`config.mk`:
```
export PLATFORM = sky130hd
export DESIGN_NAME = jtgng_rom_arb
export DESIGN_NICKNAME = d
export VERILOG_FILES = /design/src/rtl/jtgng_rom_pkg.sv /design/src/rtl/jtgng_rom_dly.sv /design/src/rtl/jtgng_rom_arb.sv
export SDC_FILE = /design/constraint.sdc
export NUM_CORES = 1
export LEC_CHECK = 0
export CAP_MARGIN = 20
export CORE_MARGIN = 1
export CORE_UTILIZATION = 25
export DETAILED_ROUTE_END_ITERATION = 8
export PLACE_DENSITY = 0.65
export SYNTH_ARGS = -nofsm -noshare
export SYNTH_HDL_FRONTEND = slang
export SYNTH_SLANG_ARGS = --single-unit
```
`constraint.sdc`:
```
create_clock -name clk -period 1.8 [get_ports clk]
set_input_delay 0.18 -clock clk [delete_from_list [all_inputs] [get_ports clk]]
set_output_delay 0.18 -clock clk [all_outputs]
set_load 0.05 [all_outputs]
```
`src/rtl/jtgng_rom_pkg.sv`:
```
// Shared definitions for the SDRAM ROM-slot arbiter: default address width,
// latency bound and slot index width helper.
package jtgng_rom_pkg;

    localparam int ROM_AW      = 22;
    localparam int LATENCY_MAX = 4;

    // Width needed to hold a slot index; never narrower than one bit.
    function automatic int idx_w(input int n);
        return (n <= 2) ? 1 : $clog2(n);
    endfunction

endpackage

```
`src/rtl/jtgng_rom_dly.sv`:
```
// Cen-gated shift line used to align the issued one-hot with SDRAM read
// latency. Synchronous clear empties every stage.
module jtgng_rom_dly #(
    parameter int W     = 8,
    parameter int DEPTH = 1
) (
    input  logic         clk,
    input  logic         clr,
    input  logic         cen,
    input  logic [W-1:0] din,
    output logic [W-1:0] dout
);

    logic [W-1:0] stage_reg [DEPTH];

    always_ff @(posedge clk) begin
        if (clr) begin
            for (int i = 0; i < DEPTH; i++) stage_reg[i] <= '0;
        end else if (cen) begin
            stage_reg[0] <= din;
            for (int i = 1; i < DEPTH; i++) stage_reg[i] <= stage_reg[i-1];
        end
    end

    assign dout = stage_reg[DEPTH-1];

endmodule

```
`src/rtl/jtgng_rom_arb.sv`:
```
// Parametrised SDRAM ROM-slot arbiter. Define JTGNG_ROM_RR_EN to serve slots
// at or above FIXED_PRI round-robin; otherwise strict fixed priority.
module jtgng_rom_arb
    import jtgng_rom_pkg::*;
#(
    parameter int                  SLOTS     = 8,
    parameter int                  AW        = ROM_AW,
    parameter logic [SLOTS*AW-1:0] OFFSETS   = '0,
    parameter int                  LATENCY   = 1,
    parameter int                  READY_DLY = 4,
    parameter int                  FIXED_PRI = 1
) (
    input  logic                clk,
    input  logic                rst,
    input  logic                cen,
    input  logic                downloading,
    input  logic                loop_rst,
    input  logic [SLOTS-1:0]    slot_req,
    input  logic [SLOTS*AW-1:0] slot_addr,
    output logic [AW-1:0]       sdram_addr,
    output logic                sdram_re,
    output logic [SLOTS-1:0]    slot_we,
    output logic [3:0]          grant_idx,
    output logic                ready
);

    localparam int IW = idx_w(SLOTS);
    localparam int CW = $clog2(READY_DLY + 2);

    if (LATENCY < 1 || LATENCY > LATENCY_MAX) begin : g_bad_latency
        $error("jtgng_rom_arb: LATENCY out of range");
    end

    logic                clr;
    logic [AW-1:0]       abs_addr [SLOTS];
    logic [SLOTS-1:0]    inflight_reg;
    logic [SLOTS-1:0]    eligible;
    logic [SLOTS-1:0]    issue_vec;
    logic [SLOTS-1:0]    we_next;
    logic [IW:0]         pick_res;
    logic                win_found;
    logic [IW-1:0]       win_idx;
    logic [CW-1:0]       cnt_reg;
    logic [CW-1:0]       cnt_next;

    assign clr = rst | loop_rst | downloading;

    // Absolute address per slot; AW-bit sum wraps naturally.
    for (genvar gi = 0; gi < SLOTS; gi++) begin : g_abs
        assign abs_addr[gi] = OFFSETS[gi*AW +: AW] + slot_addr[gi*AW +: AW];
    end

`ifdef JTGNG_ROM_RR_EN
    logic [IW-1:0] rr_ptr_reg;

    function automatic logic [IW:0] pick(input logic [SLOTS-1:0] elig,
                                         input logic [IW-1:0]    ptr);
        logic          found;
        logic [IW-1:0] w;
        int            idx;
        found = 1'b0;
        w     = '0;
        for (int i = 0; i < FIXED_PRI; i++) begin
            if (!found && elig[IW'(i)]) begin
                found = 1'b1;
                w     = IW'(i);
            end
        end
        // Scan the shared region starting at the pointer, wrapping within it.
        for (int j = 0; j < SLOTS - FIXED_PRI; j++) begin
            idx = int'(ptr) + j;
            if (idx >= SLOTS) idx = idx - (SLOTS - FIXED_PRI);
            if (!found && elig[IW'(idx)]) begin
                found = 1'b1;
                w     = IW'(idx);
            end
        end
        return {found, w};
    endfunction

    assign pick_res = pick(eligible, rr_ptr_reg);
`else
    function automatic logic [IW:0] pick(input logic [SLOTS-1:0] elig);
        logic          found;
        logic [IW-1:0] w;
        found = 1'b0;
        w     = '0;
        for (int i = 0; i < SLOTS; i++) begin
            if (!found && elig[IW'(i)]) begin
                found = 1'b1;
                w     = IW'(i);
            end
        end
        return {found, w};
    endfunction

    assign pick_res = pick(eligible);
`endif

    assign eligible  = slot_req & ~inflight_reg;
    assign win_found = pick_res[IW];
    assign win_idx   = pick_res[IW-1:0];
    assign issue_vec = win_found ? (SLOTS'(1) << win_idx) : '0;
    assign cnt_next  = (cnt_reg == CW'(READY_DLY)) ? cnt_reg : cnt_reg + 1'b1;

    // we_next is the value slot_we takes at the coming cen.
    jtgng_rom_dly #(
        .W     (SLOTS),
        .DEPTH (LATENCY)
    ) u_dly (
        .clk  (clk),
        .clr  (clr),
        .cen  (cen),
        .din  (issue_vec),
        .dout (we_next)
    );

    always_ff @(posedge clk) begin
        if (clr) begin
            sdram_addr   <= '0;
            sdram_re     <= 1'b0;
            slot_we      <= '0;
            grant_idx    <= '0;
            ready        <= 1'b0;
            inflight_reg <= '0;
            cnt_reg      <= '0;
        end else if (cen) begin
            sdram_re     <= ~sdram_re;
            slot_we      <= we_next;
            inflight_reg <= (inflight_reg & ~we_next) | issue_vec;
            cnt_reg      <= cnt_next;
            ready        <= (cnt_next == CW'(READY_DLY));
            if (win_found) begin
                sdram_addr <= abs_addr[win_idx];
                grant_idx  <= 4'(win_idx);
            end
        end
    end

`ifdef JTGNG_ROM_RR_EN
    always_ff @(posedge clk) begin
        if (clr) begin
            rr_ptr_reg <= IW'(FIXED_PRI);
        end else if (cen && win_found && (int'(win_idx) >= FIXED_PRI)) begin
            rr_ptr_reg <= (int'(win_idx) == SLOTS - 1) ? IW'(FIXED_PRI) : win_idx + 1'b1;
        end
    end
`endif

endmodule

```
## After elaboration in Yosys (flattened, before gate mapping)

Memory sizes are Yosys's and may differ from the RTL's.
Cells that the tools add are included.

- Bits in registers: 46
- Bits in latches: 0
- Memory bits (writable): 8
- ROM bits: 0
- Bits of input ports: 189
- Logic and storage cells: 49
- Memories: 1

Memories:

| name | words | bits a word | read ports | clocked after memory_dff | write ports | line | source |
|---|---|---|---|---|---|---|---|
| u_dly.stage_reg | 1 | 8 | 1 | 0 | 1 | jtgng_rom_dly.sv:14 | `logic [W-1:0] stage_reg [DEPTH];` |

- $add $sub $neg: 1
- Multiply operators: 0
- Divide/modulo/power cells: 0
- Order comparisons: 1
- Eq/ne operators: 2
- Shift-type cells: 1
- Mux-type cells: 19
- Bitwise operators: 9
- Reductions and logical operators: 8

Operators by type and width:

| cell | count |
|---|---|
| binary-select mux 22 bit (select 3 bit) | 1 |
| two-way mux 22 bit | 2 |
| two-way mux 8 bit | 2 |
| two-way mux 1 bit | 11 |
| two-way mux 3 bit | 3 |
| AND 8 bit | 1 |
| inverter 8 bit | 1 |
| bitwise OR 8 bit | 1 |
| OR reduction 8 bit | 1 |
| << shifter 1 x 3 -> 8 bit (first input constant) | 1 |
| == test 3 bit (second input constant) | 2 |
| AND 4 bit | 1 |
| >= comparator 4 bit (second input constant) | 1 |
| inverter 3 -> 4 bit | 1 |
| inverter 4 bit | 1 |
| adder 3 x 1 -> 3 bit (second input constant) | 1 |
| logical AND 1 bit | 3 |
| zero test 1 bit | 3 |
| bitwise OR 1 bit | 2 |
| AND reduction 2 bit | 1 |
| inverter 1 bit | 1 |

## Longest topological paths before layout

Gate-level depths: netlist of the first run.

- Depth in word-level cells: 16
- Depth in mapped cells: 6

## Hierarchy

From an unflattened synthesis of the first run, not the netlist that was laid out.

- Cells, all modules: 323
- Area, all modules: 2971.6 um2

By module, submodules not included:

| module | instances | cells an instance | area an instance (um2) | seq. area each (um2) |
|---|---|---|---|---|
| jtgng_rom_arb | 1 | 306 | 2655.0 | 820.8 |
| jtgng_rom_dly | 1 | 17 | 316.6 | 240.2 |

## Worst setup path after synthesis of the first run

No wires, ideal clock.

- Kind: reg-to-reg
- From: register inflight_reg[1]
- To: register sdram_addr[0]
- Library setup time: 145 ps
- Arrival: 1280 ps
- Data required time: 1655 ps
- Setup slack: 375 ps
- Cell stages (with the launch flop): 7
- Cells stage by stage: dfxtp_1 nor2b_1 buf_6 o41a_4 buf_6 o21ai_1 a41oi_1

- Longest elaborated chain between the ends: 14
- Elaborated cells on any way between the ends: 18
- Classes of those cells: 9 x mux; 3 x bitwise; 6 x reduce/logical

Ends and longest elaborated chain:

| item | line | source |
|---|---|---|
| start: declaration | jtgng_rom_arb.sv:36 | `logic [SLOTS-1:0] inflight_reg;` |
| start signal: assignment | jtgng_rom_arb.sv:130 | `inflight_reg <= (inflight_reg & ~we_next) \| issue_vec;` |
| inverter 4 bit (*) | jtgng_rom_arb.sv:100 | `assign eligible = slot_req & ~inflight_reg;` |
| AND 4 bit (*) | jtgng_rom_arb.sv:100 |  |
| logical AND 1 bit (*) | jtgng_rom_arb.sv:89 | `if (!found && elig[IW'(i)]) begin` |
| two-way mux 1 bit | jtgng_rom_arb.sv:89 |  |
| zero test 1 bit | jtgng_rom_arb.sv:89 |  |
| logical AND 1 bit | jtgng_rom_arb.sv:89 |  |
| two-way mux 1 bit | jtgng_rom_arb.sv:89 |  |
| zero test 1 bit | jtgng_rom_arb.sv:89 |  |
| logical AND 1 bit | jtgng_rom_arb.sv:89 |  |
| two-way mux 3 bit | jtgng_rom_arb.sv:89 |  |
| inverter 3 -> 4 bit (implied by the code) | jtgng_rom_arb.sv:134 | `sdram_addr <= abs_addr[win_idx];` |
| binary-select mux 22 bit (select 3 bit) | jtgng_rom_arb.sv:134 |  |
| two-way mux 22 bit (implied by the code) (2 in a row) | jtgng_rom_arb.sv:134 |  |
| end signal: assignment | jtgng_rom_arb.sv:134 |  |
| end: declaration | jtgng_rom_arb.sv:20 | `output logic [AW-1:0] sdram_addr,` |

Mark *: on every way between the ends. The rest lies on a longest branch, timed or not. The select of a mux whose other input is x is not followed.
A chain may end at the register's enable or synchronous reset.

## Final worst setup path of the first run

- From: input port slot_req[0]
- To: register grant_idx[0]

- Longest elaborated chain between the ends: 12
- Elaborated cells on any way between the ends: 15
- Classes of those cells: 7 x mux; 1 x bitwise; 7 x reduce/logical

Ends and longest elaborated chain:

| item | line | source |
|---|---|---|
| start: declaration | jtgng_rom_arb.sv:18 | `input logic [SLOTS-1:0] slot_req,` |
| AND 4 bit (*) | jtgng_rom_arb.sv:100 |  |
| two-way mux 1 bit (*) | jtgng_rom_arb.sv:89 |  |
| zero test 1 bit | jtgng_rom_arb.sv:89 |  |
| logical AND 1 bit | jtgng_rom_arb.sv:89 |  |
| two-way mux 1 bit | jtgng_rom_arb.sv:89 |  |
| zero test 1 bit | jtgng_rom_arb.sv:89 |  |
| logical AND 1 bit | jtgng_rom_arb.sv:89 |  |
| two-way mux 1 bit | jtgng_rom_arb.sv:89 |  |
| zero test 1 bit | jtgng_rom_arb.sv:89 |  |
| logical AND 1 bit | jtgng_rom_arb.sv:89 |  |
| two-way mux 1 bit | jtgng_rom_arb.sv:89 |  |
| AND reduction 2 bit (no source line) | n/a |  |
| end signal: assignment | jtgng_rom_arb.sv:135 | `grant_idx <= 4'(win_idx);` |
| end: declaration | jtgng_rom_arb.sv:23 | `output logic [3:0] grant_idx,` |

Mark *: on every way between the ends. The rest lies on a longest branch, timed or not.

==> results.py, run 1 <==
metrics = {
    "placement": {
        "place_congestion": 0.780,
        "portBuffers": 126,
        "hpwl_um": 6790,
        "dp.cells": 548,
    },
    "cells_and_area": {
        "seqCellArea_sq_um": 861,
        "drive_gt1_frac": 0.105,
        "diodes": 0,
        "regMostFlops": "sdram_addr",
        "areaGrowthSynthToFinish_pct": 65.0,
        "largest_reg_flops": 22,
        "fin_util": 0.429,
        "final_cell_mix": "125 x clkdlybuf4s50_1, 49 x o21ai_0, 44 x nand3_1",
        "final_common_cell": "clkdlybuf4s50_1",
        "stdcell_count": 556,
        "final_nets": 617,
        "multi_input_comb_area_sq_um": 1380,
        "fillers": 947,
    },
    "setup_path": {
        "slowest_stage": "o41a_4",
        "path_class": "in -> reg",
        "critical_path.max_stage_delay_ps": 630,
        "arrival_ps": 1910,
        "crit_buf_inv": 2,
        "cp_top_family": "compound AO/OA/AOI/OAI gates",
        "critPathMaxFanout": 24,
        "end_kind": "flip-flop",
        "rr_startpoint": "inflight_reg[0]",
        "ff2ff_setup_slack_ps": 150,
        "crit_required_ps": 2000,
        "worstRegToRegCells": 4,
        "path_cells": "clkdlybuf4s50_1 > nor2b_2 > buf_4 > o41a_4 > o221a_2",
        "timing.rr.end": "grant_idx[0]",
        "worstSetupPathDepth": 5,
        "worst_setup_path_start_kind": "input port",
    },
    "sta": {
        "slew_violations": 0,
        "setup_violations": 0,
        "finClkSkew_ps": 11.2,
        "hold_viol_final": 0,
        "period_needed_ps": 1700,
        "rsz0062_at_grt": "false",
        "post-route-period-util": 0.947,
        "fmax_mhz": 587,
        "relSlewSlack": 0.572,
        "worstMarginPinSlew_ps": 640,
    },
    "global_routing": {
        "grt_pass1_vias": 2909,
        "grt_antenna_before_repair": 0,
        "track_usage": 0.186,
        "grt_pass1_wl_um": 14500,
        "grt_max_degree": 25,
        "overflow": 0,
    },
    "clock_network": {
        "holdBufCountCts": 0,
        "clockRootBuffer": "clkbuf_8",
        "cts_inserted_buffers": 5,
        "cts_max_level": 2,
        "cts_tree": "done",
        "cts.sinks": 41,
        "clkLatencyLatePin_ps": 300,
        "cts_max_path_buffers": 2,
        "clk_pin_slew_ps": 90,
        "post-cts-setup-buffers": 0,
        "postCtsResizedCells": 1,
    },
    "floorplan": {
        "fp-row-count": 35,
        "start_util": 0.260,
        "core_area_sq_um": 9330,
        "die-area_sq_um": 10100,
        "num_io_pins": 225,
        "die_h_um": 100,
        "dieWidth_um": 100,
    },
    "min_path": {
        "hp-class": "in -> reg",
        "min_to": "sdram_addr[10]",
        "worstHoldPathCells": 2,
        "hp-start": "cen",
    },
    "pwr": {
        "p_leak_nw": 1.40,
        "vdd_ir_drop_max_uv": 495,
        "power.density_nw_per_um2": 601,
    },
    "yosys": {
        "ys_seq_elements": 41,
        "synth_top_area_frac": 0.305,
        "synth_seq_area_share": 0.355,
        "syn_area_sq_um": 2420,
        "syn_area_per_cell_sq_um": 8.06,
        "yosysTopAreaCell": "dfxtp_1",
        "synth_top_cells_by_area": "dfxtp_1 31%, o21ai_0 10%, nand3_1 9.1%",
        "synth_cells": 301,
        "yosysWarnings": 0,
        "synth_cell_types": 39,
    },
    "drt": {
        "drc": 0,
        "avgViaCountPerCell": 5.11,
        "wl_per_cell_um": 16.8,
        "via_count": 2842,
        "ant_nets": 0,
        "drtPass1Iterations": 4,
        "totalWireLength_um": 9360,
        "drt-initial-drc-count": 153,
    },
    "job": {
        "drv_cap": 0,
    },
    "outcome": {
        "status": "finished clean",
    },
}
==> cells in the mapped netlist <==
master     n
nor3_4     1
buf_1      1
clkbuf_2   2
ha_1       2
o41a_4     1
o21ai_1   17
buf_4      6
nor2b_1    3
nor3_1     3
a32oi_1    3
nand3_1   44
o32ai_1    1
edfxtp_1   4
a22oi_1    1
a211oi_2   1
nor2b_2    1
mux2i_1    1
a41oi_1   22
o221a_2    1
a31oi_1    1
a211oi_1   2
buf_2     13
conb_1     1
nand2b_1   9
dfxtp_1   37
nand2_1   10
clkbuf_1  12
o21ai_2    2
o21ai_0   49
or3_1      1
inv_1      3
a21o_1    22
nor2_1    10
nand3b_1   2
buf_6      4
nor4_1     1
a21oi_1    4
nor3_2     1
xnor2_1    2
==> power breakdown <==
part	internal, mW	switching (mW)	total [mW]
logic	0.333	0.326	0.659
clock network	0.416	0.378	0.794
registers	0.940	0.0122	0.952
total	1.69	0.716	2.41
==> cells by family (layout without fill, tap and decap cells) <==
family          after synthesis  in the layout  synth area share
flops                        41             41             0.355
compound gates              127            127             0.344
mux                           1              1           0.00413
simple gates                 86             86             0.185
fa+ha+maj                     2              2            0.0103
other cells                   1              6           0.00155
buf+inv                      41            162            0.0929
xor+xnor                      2              2           0.00723
==> through the flow <==
step / setup TNS (ps) / area [sq um] / power, mW / setup WS [ps] / hold WS (ps)
after floorplan: 0 / 2440 / 1.29 / 375 / 365
after global placement: -5720 / 3880 / 1.62 / -252 / 462
after detailed placement: -7680 / 3880 / 1.63 / -344 / 465
after CTS: 0 / 4000 / 2.42 / 84.1 / 325
after global routing: 0 / 4000 / 2.49 / 0.731 / 345
final: 0 / 4000 / 2.41 / 96.2 / 342
==> routing by layer <==
metal  vias up  track usage  wire [um]
met1      1350        0.225       4060
met5         -            0          0
met3         8       0.0499        722
li1       1356            -          -
met4         0       0.0524         86
met2       128        0.325       4490
==> how the worst max path moves through the flow <==
stage	from	endpoint
6_report	slot_req[0]	grant_idx[0]
5_1_grt	slot_req[0]	sdram_addr[7]
4_1_cts	slot_req[0]	grant_idx[0]
3_5_place_dp	slot_req[0]	sdram_addr[16]
3_3_place_gp	slot_req[0]	sdram_addr[7]
2_1_floorplan	inflight_reg[1]	sdram_addr[0]
==> worst reg2reg max path: stages, from the launching register on <==
cell and delay, ps:
dfxtp_1 370, nor2b_2 80, buf_4 150, o41a_4 640
o221a_2 320
==> area by class of cell <==
cell class / count / share of cell area
inverter: 3 / 0.00281
tap: 129 / 0.0403
clock buffer: 5 / 0.0172
timing repair buffer: 151 / 0.367
sequential: 41 / 0.215
multi-input combinational: 224 / 0.346
clock inverter: 3 / 0.0116
Power figures use the tool's default switching activity.
==> run 2: changes to the inputs <==
RECOVER_POWER = 100   (was not set)
REMOVE_ABC_BUFFERS = 1   (was not set)
SLEW_MARGIN = 20   (was not set)
==> results.py, run 2 (same netlist as run 1, synthesis figures left out) <==
metrics = {
    "setup_path": {
        "critPathMaxFanout": 2,
        "crit_buf_inv": 1,
        "cp_top_family": "buffers and inverters",
        "path_class": "reg -> out",
        "path_cells": "dlygate4sd3_1",
        "end_kind": "output port",
        "crit_required_ps": 1620,
        "worst_setup_path_start_kind": "flip-flop",
        "slowest_stage": "dlygate4sd3_1",
        "critical_path.max_stage_delay_ps": 900,
        "arrival_ps": 1540,
    },
    "placement": {
        "portBuffers": 126,
        "dp.cells": 545,
        "hpwl_um": 6480,
        "place_congestion": 0.755,
    },
    "cells_and_area": {
        "drive_gt1_frac": 0.0965,
        "diodes": 0,
        "final_cell_mix": "95 x clkdlybuf4s50_1, 45 x o21ai_0, 44 x nand3_1",
        "multi_input_comb_area_sq_um": 1380,
        "regMostFlops": "sdram_addr",
        "seqCellArea_sq_um": 861,
        "final_nets": 615,
        "fin_util": 0.427,
        "largest_reg_flops": 22,
        "stdcell_count": 554,
        "fillers": 933,
        "final_common_cell": "clkdlybuf4s50_1",
        "areaGrowthSynthToFinish_pct": 64.4,
    },
    "sta": {
        "post-route-period-util": 0.955,
        "relSlewSlack": 0.579,
        "period_needed_ps": 1720,
        "fmax_mhz": 582,
        "rsz0062_at_grt": "false",
        "finClkSkew_ps": 11.3,
        "worstMarginPinSlew_ps": 630,
        "slew_violations": 0,
        "hold_viol_final": 0,
        "setup_violations": 0,
    },
    "drt": {
        "avgViaCountPerCell": 5.10,
        "drtPass1Iterations": 4,
        "totalWireLength_um": 9320,
        "wl_per_cell_um": 16.8,
        "drc": 0,
        "drt-initial-drc-count": 156,
        "via_count": 2826,
        "ant_nets": 0,
    },
    "global_routing": {
        "track_usage": 0.176,
        "grt_pass1_wl_um": 13900,
        "grt_pass1_vias": 2773,
        "grt_max_degree": 26,
        "overflow": 0,
        "grt_antenna_before_repair": 0,
    },
    "clock_network": {
        "clk_pin_slew_ps": 80,
        "cts_tree": "done",
        "cts_max_path_buffers": 2,
        "clockRootBuffer": "clkbuf_8",
        "cts.sinks": 41,
        "clkLatencyLatePin_ps": 290,
        "cts_inserted_buffers": 5,
        "post-cts-setup-buffers": 0,
        "cts_max_level": 2,
    },
    "floorplan": {
        "num_io_pins": 225,
        "fp-row-count": 35,
        "start_util": 0.260,
        "die-area_sq_um": 10100,
        "core_area_sq_um": 9330,
        "die_h_um": 100,
        "dieWidth_um": 100,
    },
    "min_path": {
        "hp-class": "in -> reg",
    },
    "outcome": {
        "status": "finished clean",
    },
    "pwr": {
        "power.density_nw_per_um2": 598,
        "vdd_ir_drop_max_uv": 299,
        "p_leak_nw": 1.49,
    },
    "job": {
        "drv_cap": 0,
    },
}
run 2: layer usage:
metal  vias up  share of wire  track usage
li1       1357              -            -
met1      1339           0.43        0.219
met2       124           0.48        0.302
met3         6          0.082       0.0485
met4         0         0.0093       0.0412
met5         -              0            0
run 2: what timing repair did:
action,4_1_cts,5_1_grt
endpoints found under the hold margin,0,0
hold buffers,0,0
setup endpoints to repair,4,23
cloned,0,1
pin swaps,0,1
resized for setup,4,2
run 2: worst paths after layout:
check                        from             to  slack (ps)  cells after the start
hold reg to reg        slot_we[1]     slot_we[1]         480                      2
hold / removal                cen   grant_idx[1]         210                      2
setup / recovery    sdram_addr[2]  sdram_addr[2]          80                      1
setup reg to reg  inflight_reg[1]  sdram_addr[3]         200                      6
run 2: layout make-up:
cell class	instances	share of cell area
Sequential cell	41	0.216
Multi-Input combinational cell	225	0.346
Tap cell	129	0.0405
Clock buffer	7	0.0217
Clock inverter	1	0.00753
Inverter	3	0.00282
Timing Repair Buffer	148	0.365
run 2: per-stage QoR:
step / cell area [sq um] / hold slack [ps] / power (mW) / setup TNS (ps) / setup slack, ps
2_1_floorplan: 2230 / 276 / 1.24 / -14190 / -633
3_3_place_gp: 3870 / 460 / 1.62 / -5360 / -246
3_5_place_dp: 3870 / 472 / 1.62 / -6700 / -326
4_1_cts: 3990 / 196 / 2.41 / -13.2 / -8.43
5_1_grt: 3990 / 217 / 2.48 / 0 / 2.49
6_report: 3990 / 210 / 2.38 / 0 / 80.9
run 2: report_power, final:
group	internal [mW]	switching, mW	total [mW]
registers	0.939	0.0111	0.951
logic	0.326	0.327	0.653
clock network	0.453	0.326	0.779
